===== config.mk =====
export PLATFORM = sky130hd
export DESIGN_NAME = rv32i_lsu
export DESIGN_NICKNAME = d
export VERILOG_FILES = /design/src/rtl/rv32i_lsu.sv
export SDC_FILE = /design/constraint.sdc
export NUM_CORES = 1
export LEC_CHECK = 0
export CELL_PAD_IN_SITES_DETAIL_PLACEMENT = 0
export CELL_PAD_IN_SITES_GLOBAL_PLACEMENT = 1
export CORE_ASPECT_RATIO = 1.4
export CORE_UTILIZATION = 30
export DETAILED_ROUTE_END_ITERATION = 8
export PLACE_DENSITY_LB_ADDON = 0.1
export SLEW_MARGIN = 20
export SYNTH_ARGS = -nofsm -noshare
export SYNTH_HDL_FRONTEND = slang
export SYNTH_SLANG_ARGS = --single-unit

===== constraint.sdc =====
create_clock -name clk -period 3.7 [get_ports clk]
set_clock_uncertainty 0.2 [all_clocks]
set_input_delay 0.37 -clock clk [delete_from_list [all_inputs] [get_ports clk]]
set_output_delay 0.37 -clock clk [all_outputs]
set_load 0.1 [all_outputs]

===== src/rtl/rv32i_lsu.sv =====
// Single-outstanding RV32I load/store unit. Latency: 3 cycles minimum from accept to done, or 1 cycle for a fault.
// Backpressure: bus_req is held until bus_gnt; the core must stall while busy is high.
module rv32i_lsu #(
  parameter int TIMEOUT_CYCLES = 255
) (
  input  logic        clk,
  input  logic        rst,
  input  logic        req_valid,
  input  logic        mem_rd,
  input  logic        mem_wr,
  input  logic [2:0]  mem_size,
  input  logic        mem_unsigned,
  input  logic [31:0] addr,
  input  logic [31:0] store_data,
  output logic        busy,
  output logic        done,
  output logic [31:0] load_data,
  output logic [1:0]  err_cause,
  output logic        bus_req,
  output logic        bus_we,
  output logic [31:0] bus_addr,
  output logic [3:0]  bus_be,
  output logic [31:0] bus_wdata,
  input  logic        bus_gnt,
  input  logic        bus_rvalid,
  input  logic [31:0] bus_rdata,
  input  logic        bus_err
);

  typedef enum logic [2:0] {IDLE, FAULT, REQ, RSP, DONE} state_t;

  state_t      state;
  logic [31:0] addr_q;
  logic [31:0] wdata_q;
  logic [3:0]  be_q;
  logic [1:0]  size_q;
  logic        we_q;
  logic        uns_q;
  logic [7:0]  cnt;

  logic        misalign;
  logic        bad_op;
  logic [3:0]  be_n;
  logic [31:0] wdata_n;
  logic [7:0]  byte_v;
  logic [15:0] half_v;
  logic [31:0] load_ext;

  assign misalign = (mem_size > 3'b010) ||
                    (mem_size == 3'b001 && addr[0]) ||
                    (mem_size == 3'b010 && addr[1:0] != 2'b00);
  assign bad_op   = !(mem_rd ^ mem_wr);

  always_comb begin
    be_n    = 4'b1111;
    wdata_n = store_data;
    case (mem_size[1:0])
      2'b00: begin
        be_n    = 4'b0001 << addr[1:0];
        wdata_n = {4{store_data[7:0]}};
      end
      2'b01: begin
        be_n    = 4'b0011 << addr[1:0];
        wdata_n = {2{store_data[15:0]}};
      end
      default: ;
    endcase
  end

  assign byte_v = 8'(bus_rdata >> {addr_q[1:0], 3'b000});
  assign half_v = addr_q[1] ? bus_rdata[31:16] : bus_rdata[15:0];

  always_comb begin
    case (size_q)
      2'b00:   load_ext = uns_q ? {24'b0, byte_v} : {{24{byte_v[7]}}, byte_v};
      2'b01:   load_ext = uns_q ? {16'b0, half_v} : {{16{half_v[15]}}, half_v};
      default: load_ext = bus_rdata;
    endcase
  end

  always_ff @(posedge clk or posedge rst) begin
    if (rst) begin
      state     <= IDLE;
      addr_q    <= '0;
      wdata_q   <= '0;
      be_q      <= '0;
      size_q    <= '0;
      we_q      <= 1'b0;
      uns_q     <= 1'b0;
      cnt       <= '0;
      load_data <= '0;
      err_cause <= '0;
    end else begin
      case (state)
        IDLE: begin
          load_data <= '0;
          err_cause <= '0;
          if (req_valid) begin
            if (bad_op || misalign) begin
              state     <= FAULT;
              err_cause <= 2'b01;
            end else begin
              state   <= REQ;
              addr_q  <= addr;
              size_q  <= mem_size[1:0];
              uns_q   <= mem_unsigned;
              we_q    <= mem_wr;
              be_q    <= be_n;
              wdata_q <= mem_wr ? wdata_n : 32'h0;
            end
          end
        end
        // rvalid coinciding with the grant is illegal and deliberately not looked at here
        REQ: begin
          if (bus_gnt) begin
            state <= RSP;
            cnt   <= '0;
          end
        end
        RSP: begin
          if (bus_rvalid) begin
            state <= DONE;
            if (bus_err) begin
              err_cause <= 2'b10;
              load_data <= '0;
            end else begin
              err_cause <= 2'b00;
              load_data <= we_q ? 32'h0 : load_ext;
            end
          end else if (cnt == 8'(TIMEOUT_CYCLES - 1)) begin
            state     <= FAULT;
            err_cause <= 2'b11;
          end else begin
            cnt <= cnt + 8'd1;
          end
        end
        FAULT, DONE: state <= IDLE;
        default:     state <= IDLE;
      endcase
    end
  end

  assign busy      = (state != IDLE);
  assign done      = (state == DONE) || (state == FAULT);
  assign bus_req   = (state == REQ);
  assign bus_we    = bus_req & we_q;
  assign bus_addr  = bus_req ? {addr_q[31:2], 2'b00} : 32'h0;
  assign bus_be    = bus_req ? be_q : 4'h0;
  assign bus_wdata = bus_req ? wdata_q : 32'h0;

endmodule


# Word level (Yosys, flattened, before mapping)

Index checks and enable logic that the tools add are counted.

Flip-flop bits (word level): 117
Bits of input ports: 108
Output and inout bits: 106
Word-level logic and storage cells: 82

Add/subtract/negate cells: 1
$lt $le $gt $ge: 1
Equality and inequality tests: 15
Shift-type cells: 3
Mux-type cells: 30
Bitwise gates (word level): 3
Reduce and logical (&&, ||, !) cells: 19

Operators with widths:

| operator                                      | number |
|---|---|
| two-way mux 32 bit                            | 8 |
| one-hot mux 32 bit (2 select lines)           | 3 |
| >> shifter 32 x 5 -> 8 bit                    | 1 |
| two-way mux 8 bit                             | 3 |
| two-way mux 16 bit                            | 1 |
| one-hot mux 8 bit (2 select lines)            | 1 |
| two-way mux 3 bit                             | 4 |
| == test 3 x 2 -> 1 bit, second input constant | 3 |
| one-hot mux 3 bit (3 select lines)            | 1 |
| adder 8 x 1 -> 8 bit, second input constant   | 1 |
| == test 8 bit, second input constant          | 1 |
| two-way mux 2 bit                             | 4 |
| inequality test 2 bit, second input constant  | 4 |
| one-hot mux 4 bit (2 select lines)            | 1 |
| == test 3 x 1 -> 1 bit, second input constant | 2 |
| AND reduction 3 bit                           | 2 |
| nonzero test 2 bit                            | 3 |
| == test 2 x 1 -> 1 bit, second input constant | 2 |
| logical NOT 2 bit                             | 2 |
| logical OR 1 bit                              | 4 |
| two-way mux 4 bit                             | 1 |
| one-hot mux 2 bit (2 select lines)            | 1 |
| AND reduction 2 bit                           | 2 |
| AND reduction 4 bit                           | 1 |
| other kinds (14)                              | 16 |

# Depth between registers and ports, before layout

Gate-level depths: netlist of the first run.

Word-level depth: 8
Mapped depth: 7
Depth with buffers taken out: 6

# Worst setup path before layout of the first run

No wires, ideal clock.

Path kind: reg-to-output
Start: register state[1]
End: output bus_wdata[25]
Data arrival time: 2857 ps
Required time: 3130 ps
Path slack: 273 ps
Cell stages (with the launch flop): 5
Cell sequence: dfrtp_1 > buf_2 > nor3b_2 > clkbuf_1 > and2_1

Word-level cells in the longest chain between the ends: 2

RTL lines:

| item                   | line | text |
|---|---|---|
| from (decl)            | 32   | `state_t state;` |
| from (signal assigned) | 83   | `state <= IDLE;` |
| from (signal assigned) | 100  | `state <= FAULT;` |
| from (signal assigned) | 103  | `state <= REQ;` |
| == test 3 x 2 -> 1 bit | 145  | `assign bus_req = (state == REQ);` |
| named net bus_req      | 19   | `output logic bus_req,` |
| two-way mux 32 bit     | 149  | `assign bus_wdata = bus_req ? wdata_q : 32'h0;` |
| to (decl)              | 23   | `output logic [31:0] bus_wdata,` |

The timed path passes the listed nets, and every way through them passes these cells.

# Worst setup path after layout of the first run

Start: register state[1]
End: output bus_addr[31]

Word-level cells in the longest chain between the ends: 2

RTL lines:

| item                   | line | text |
|---|---|---|
| == test 3 x 2 -> 1 bit | 145  |  |
| two-way mux 32 bit     | 147  | `assign bus_addr = bus_req ? {addr_q[31:2], 2'b00} : 32'h0;` |
| to (decl)              | 21   | `output logic [31:0] bus_addr,` |

Every way passes these cells.

==> results of run 1 <==
final timing paths:
kind | to | depth (start not counted)
setup / recovery | bus_addr[31] | 4
hold / removal | addr_q[14] | 2
setup reg to reg | load_data[9] | 4
hold reg to reg | load_data[6] | 2
max in group asynchronous | wdata_q[16] | 3
min in group clk | load_data[6] | 2
cells by family after synthesis:
kind of cell	synth area share
adder cells (fa/ha/maj)	0.00402
multiplexers	0.131
AND/OR/NAND/NOR	0.166
flip-flops	0.471
buffers and inverters	0.0411
AO/OA/AOI/OAI	0.180
XOR/XNOR	0.00704
other	0.000603
per-stage QoR:
stage | hold slack, ns | setup WS, ns | total power [uW] | util | instance area [um2]
CTS | 0.190 | 0.824 | 7430 | 0.450 | 9040
floorplan | 0.252 | 0.0292 | 4650 | - | 6220
global placement | 0.269 | 0.863 | 5530 | 0.418 | 8390
global route | 0.223 | 0.668 | 7740 | 0.450 | 9040
detailed placement | 0.272 | 0.790 | 5580 | 0.418 | 8390
finish | 0.179 | 0.871 | 7350 | 0.450 | 9040
report_power, final:
part	leakage, uW	switching [uW]	internal, uW
logic	0.00209	2530	982
registers	0.00154	304	1710
clock network	0.000311	652	1170
Yosys cell counts, types with 2 or more instances:
master | instances | area share
a2111oi_0 | 2 | 0.0028
a211oi_1 | 2 | 0.0024
a21boi_0 | 9 | 0.011
a21oi_1 | 19 | 0.015
a221o_1 | 16 | 0.026
a221oi_1 | 3 | 0.0042
a31oi_1 | 3 | 0.0030
a32o_1 | 7 | 0.011
and2_1 | 70 | 0.070
and3_1 | 3 | 0.0030
buf_1 | 3 | 0.0018
buf_2 | 9 | 0.0072
buf_4 | 4 | 0.0048
buf_6 | 2 | 0.0036
clkbuf_1 | 32 | 0.019
dfrtp_1 | 117 | 0.47
ha_1 | 2 | 0.0040
inv_1 | 7 | 0.0042
mux2_2 | 58 | 0.11
mux2i_1 | 16 | 0.026
nand2_1 | 65 | 0.039
nand2b_1 | 11 | 0.011
nand4_1 | 2 | 0.0020
nand4bb_1 | 2 | 0.0036
nor2_1 | 10 | 0.0060
nor2b_1 | 5 | 0.0050
nor3_1 | 2 | 0.0016
o21ai_0 | 73 | 0.059
o21bai_1 | 3 | 0.0036
o31ai_1 | 24 | 0.029
or3_1 | 8 | 0.0081
xnor2_1 | 4 | 0.0056
metal layers:
layer / GRT usage / vias up / wire, um
li1: - / 2575 / -
met1: 0.212 / 2663 / 7650
met2: 0.351 / 183 / 10700
met3: 0.0442 / 19 / 1160
met4: 0.0608 / 0 / 308
met5: 0 / - / 0
worst reg2reg max path, stage by stage (launching register included):
cell      delay (ns)
dfrtp_1         0.68
mux2_2          0.44
a221oi_1        0.79
o21ai_0         0.24
a32o_1          0.30
cell type report:
| cell class | instances | area share |
|---|---|---|
| clock buffers | 19 | 0.0501 |
| clock inverters | 13 | 0.0217 |
| inverters | 7 | 0.00318 |
| multi-input cells | 439 | 0.338 |
| flip-flops and latches | 117 | 0.324 |
| well taps | 252 | 0.0349 |
| repair buffers | 226 | 0.228 |
sequential cells by signal, indices dropped and copies added, names as in the netlist:
signal / cells
load_data: 32
uns_q: 1
we_q: 1
wdata_q: 32
addr_q: 32
cnt: 8
size_q: 2
be_q: 4
err_cause: 2
state: 3
==> results.py, run 1 <==
metrics = {
    "synth": {
        "synth_edf_count": 0,
        "postSynth.asyncResetShare": 1.00,
        "netlist_instances": 612,
        "ys.warnings.count": 0,
        "ys_types": 51,
        "yosysSeqAreaShare": 0.471,
        "ys_ff_latch": 117,
        "syn_area_mm2": 0.00622,
        "synthFlopType": "dfrtp_1",
        "syn_area_per_cell_um2": 10.2,
    },
    "setup_path": {
        "worstSetupStartpointType": "flip-flop",
        "crit_fanout": 51,
        "startpoint": "state[1]",
        "path_cells": "nor3b_4 -> buf_4 -> and2_1 -> buf_4",
        "crit_path_max_incr_delay_ns": 0.61,
        "reg2reg_slack_ns": 0.94,
        "r2r-start": "addr_q[1]",
        "crit_family": "buffers and inverters",
        "critPathRequiredTime_ns": 3.13,
        "critPathBufInv": 2,
        "crit_arrival_ns": 2.26,
        "end_kind": "primary output",
        "critical_path_class": "reg -> out",
        "slowest_stage": "dfrtp_1",
        "critPathMostFrequentCell": "buf_4",
    },
    "placed_design": {
        "portBuffers": 211,
        "post-dp-hpwl_mm": 14.5,
        "gp_congestion": 0.845,
        "dp_cells": 1041,
    },
    "pwr": {
        "vdd.ir_drop.worst_mv": 0.479,
        "leakagePower_uw": 0.00395,
        "power_density_mw_per_mm2": 814,
    },
    "floorplan": {
        "start_util": 0.310,
        "dieHeight_um": 172,
        "die_area_mm2": 0.0213,
        "core_area_mm2": 0.0201,
        "rows": 61,
        "io_pins": 214,
        "dieWidth_um": 124,
    },
    "clock_tree": {
        "hold_buffers": 0,
        "htree_levels": 4,
        "cts_tree": "done",
        "insertion_delay_ns": 0.41,
        "clk_pin_slew_worst_paths_ns": 0.06,
        "cts_sinks": 117,
        "postCtsSetupBuffers": 0,
        "root_buffer": "clkbuf_16",
        "post_cts_resized": 0,
        "numCtsBuffers": 17,
        "clock_path_buffers": 2,
    },
    "routing": {
        "wl_per_cell_um": 18.5,
        "drt_pass1_iterations": 5,
        "totalWireLength_mm": 19.8,
        "via_per_inst": 5.07,
        "drtIter0Drc": 333,
        "ant_nets": 0,
        "drcViolationCount": 0,
        "vias": 5440,
    },
    "timing": {
        "fin_crit_sh": 0.765,
        "fmax_mhz": 353,
        "maxSlewViolCount": 0,
        "worstMarginPinSlew_ns": 0.995,
        "fin_crit_ns": 2.83,
        "hold_viol": 0,
        "rsz0062_at_grt": "no",
        "relSlewSlack": 0.335,
        "setup-tns-final_ns": 0,
        "final-setup-viol-count": 0,
    },
    "global_routing": {
        "grt_pass1_wl_mm": 30.7,
        "gr-total-overflow": 0,
        "antenna_found_initial": 0,
        "grt_max_degree": 52,
        "grt_pass1_vias": 5665,
        "grt_use_total": 0.191,
    },
    "layout": {
        "layout_commonest_cell": "clkdlybuf4s50_1",
        "diodes": 0,
        "n_fill_cell": 1974,
        "final_cell_mix": "141 x clkdlybuf4s50_1, 117 x dfrtp_1, 84 x buf_4, 73 x o21ai_0, 70 x and2_1",
        "fin_nets": 918,
        "stdcell_count": 1073,
        "ff_latch_area_mm2": 0.00293,
        "final_layout_size_suffix_gt1_frac": 0.223,
        "syn2layout_area_growth_pct": 45.4,
        "multiInputGateArea_mm2": 0.00306,
    },
    "status": {
        "outcome": "finished, final reports clean",
    },
    "min_path": {
        "holdCritPathClass": "in -> async",
    },
    "run": {
        "drv_cap": 0,
    },
}
No activity file was read; power rests on OpenSTA's default activity.
==> run 2, diff against run 1 <==
- clock period: 3.7 -> 2.5 ns (I/O delays scaled with it)
==> run 2 against run 1 <==
Effect of this change: final area up 10%; critical endpoint is now bus_addr[14]; die area unchanged; global-route usage is 0.39 points higher.
==> results.py, run 2 (synthesis results as in run 1) <==
metrics = {
    "layout": {
        "reg_top3": "addr_q: 32 flops, load_data: 32 flops, wdata_q: 32 flops",
        "final_layout_size_suffix_gt1_frac": 0.284,
        "design_area_mm2": 0.00995,
        "multiInputGateArea_mm2": 0.00306,
        "syn2layout_area_growth_pct": 60.0,
        "fin_nets": 932,
        "final_cell_mix": "116 x dfrtp_1, 107 x clkdlybuf4s50_1, 76 x buf_12, 73 x o21ai_0, 65 x nand2_1",
        "ff_latch_area_mm2": 0.00293,
        "layout_commonest_cell": "dfrtp_1",
        "n_fill_cell": 1843,
        "diodes": 0,
    },
    "routing": {
        "drt_pass1_iterations": 4,
        "drcViolationCount": 0,
        "totalWireLength_mm": 20.1,
        "via_per_inst": 5.05,
        "ant_nets": 0,
        "wl_per_cell_um": 18.5,
        "vias": 5480,
        "drtIter0Drc": 305,
    },
    "floorplan": {
        "core_area_mm2": 0.0201,
        "io_pins": 214,
        "start_util": 0.310,
        "dieHeight_um": 172,
        "dieWidth_um": 124,
        "die_area_mm2": 0.0213,
        "rows": 61,
    },
    "global_routing": {
        "grt_max_degree": 55,
        "grt_pass1_vias": 5705,
        "grt_pass1_wl_mm": 31.3,
        "grt_use_total": 0.195,
        "gr-total-overflow": 0,
        "antenna_found_initial": 0,
    },
    "timing": {
        "relSlewSlack": 0.571,
        "maxSlewViolCount": 0,
        "worstMarginPinSlew_ns": 0.642,
        "final-setup-viol-count": 0,
        "hold_viol": 0,
        "fin_crit_ns": 2.43,
        "fin_crit_sh": 0.970,
        "holdWs_ns": 0.0756,
        "fmax_mhz": 412,
    },
    "pwr": {
        "leakagePower_uw": 0.00427,
        "vdd.ir_drop.worst_mv": 0.774,
        "power_density_mw_per_mm2": 1150,
    },
    "setup_path": {
        "critPathRequiredTime_ns": 2.05,
        "crit_family": "buffers and inverters",
        "slowest_stage": "dfrtp_2",
        "worstSetupStartpointType": "flip-flop",
        "crit_fanout": 27,
        "crit_path_max_incr_delay_ns": 0.41,
        "critPathMostFrequentCell": "buf_4",
        "path_cells": "buf_4 -> nor3b_4 -> buf_4 -> clkbuf_16 -> and2_1 -> buf_12",
        "crit_arrival_ns": 1.98,
        "end_kind": "primary output",
        "critical_path_class": "reg -> out",
        "critPathBufInv": 4,
    },
    "clock_tree": {
        "clock_path_buffers": 2,
        "clk_pin_slew_worst_paths_ns": 0.06,
        "root_buffer": "clkbuf_16",
        "hold_buffers": 0,
        "insertion_delay_ns": 0.41,
        "cts_tree": "done",
        "cts_sinks": 117,
        "htree_levels": 4,
        "numCtsBuffers": 17,
    },
    "min_path": {
        "holdCritPathClass": "in -> async",
    },
    "placed_design": {
        "portBuffers": 211,
        "gp_congestion": 0.817,
        "placed_cell_area_mm2": 0.00933,
        "post-dp-hpwl_mm": 14.4,
    },
    "status": {
        "outcome": "finished, final reports clean",
    },
    "run": {
        "drv_cap": 0,
    },
}
## run 2: cell types whose count changed in the layout (fill, tap and decap cells not counted), moves of 3 or more
cell,change
and2_1,-6
and2_2,+6
inv_6,-3
clkinvlp_4,+4
clkinv_2,+4
clkdlybuf4s50_1,-34
buf_4,-28
buf_12,+75
## run 2: worst register-to-register path: cells and delay by family (launching register included)
kind,cells,cell delay [ns]
AO/OA/AOI/OAI,2,0.51
buffers and inverters,1,0.19
flip-flops,1,0.49
AND/OR/NAND/NOR,2,0.65
## run 2: what timing repair did
action                     in CTS  in global routing
resized for setup               1                  0
setup endpoints to repair       5                 16
gates cloned                    0                  1
buffers inserted                0                  2
## run 2: layout make-up
type	count	area share
flip-flops and latches	117	0.294
repair buffers	240	0.305
inverters	7	0.00302
clock inverters	13	0.0136
clock buffers	18	0.0441
multi-input cells	439	0.308
well taps	252	0.0317
## run 2: worst paths after layout
path,from,end,slack (ns),depth (start not counted)
worst max register to register,state[2],load_data[18],0.40,5
worst min-delay path,rst,load_data[4],0.08,2
worst min register to register,load_data[0],load_data[0],0.28,2
min in group clk,addr[28],addr_q[28],0.25,2
worst max-delay path,state[1],bus_addr[14],0.07,6
max in group asynchronous,rst,addr_q[23],1.34,3
## run 2: metrics by stage
| step | util | power [uW] | setup slack [ns] | setup TNS, ns | std cells |
|---|---|---|---|---|---|
| floorplan | - | 6900 | 0.0884 | 0 | 613 |
| global placement | 0.465 | 8980 | 0.114 | 0 | 1052 |
| detailed placement | 0.465 | 9070 | 0.0866 | 0 | 1052 |
| CTS | 0.494 | 11500 | 0.0365 | 0 | 1083 |
| global route | 0.496 | 12100 | -0.00432 | -0.0161 | 1086 |
| finish | 0.496 | 11500 | 0.0742 | 0 | 1086 |
## run 2: metal layers
metal  vias up  global-route usage  wire (um)  share of wire
met5         -                   0          0              0
met4         0              0.0796        420          0.021
met3        22              0.0488       1350          0.067
met2       177               0.336      10600           0.53
met1      2675               0.227       7770           0.39
li1       2606                   -          -              -
## run 2: report_power, final
group,internal [uW],switching (uW)
sequential,2540,388
clock,1480,903
combinational,2170,3970
total,6190,5270
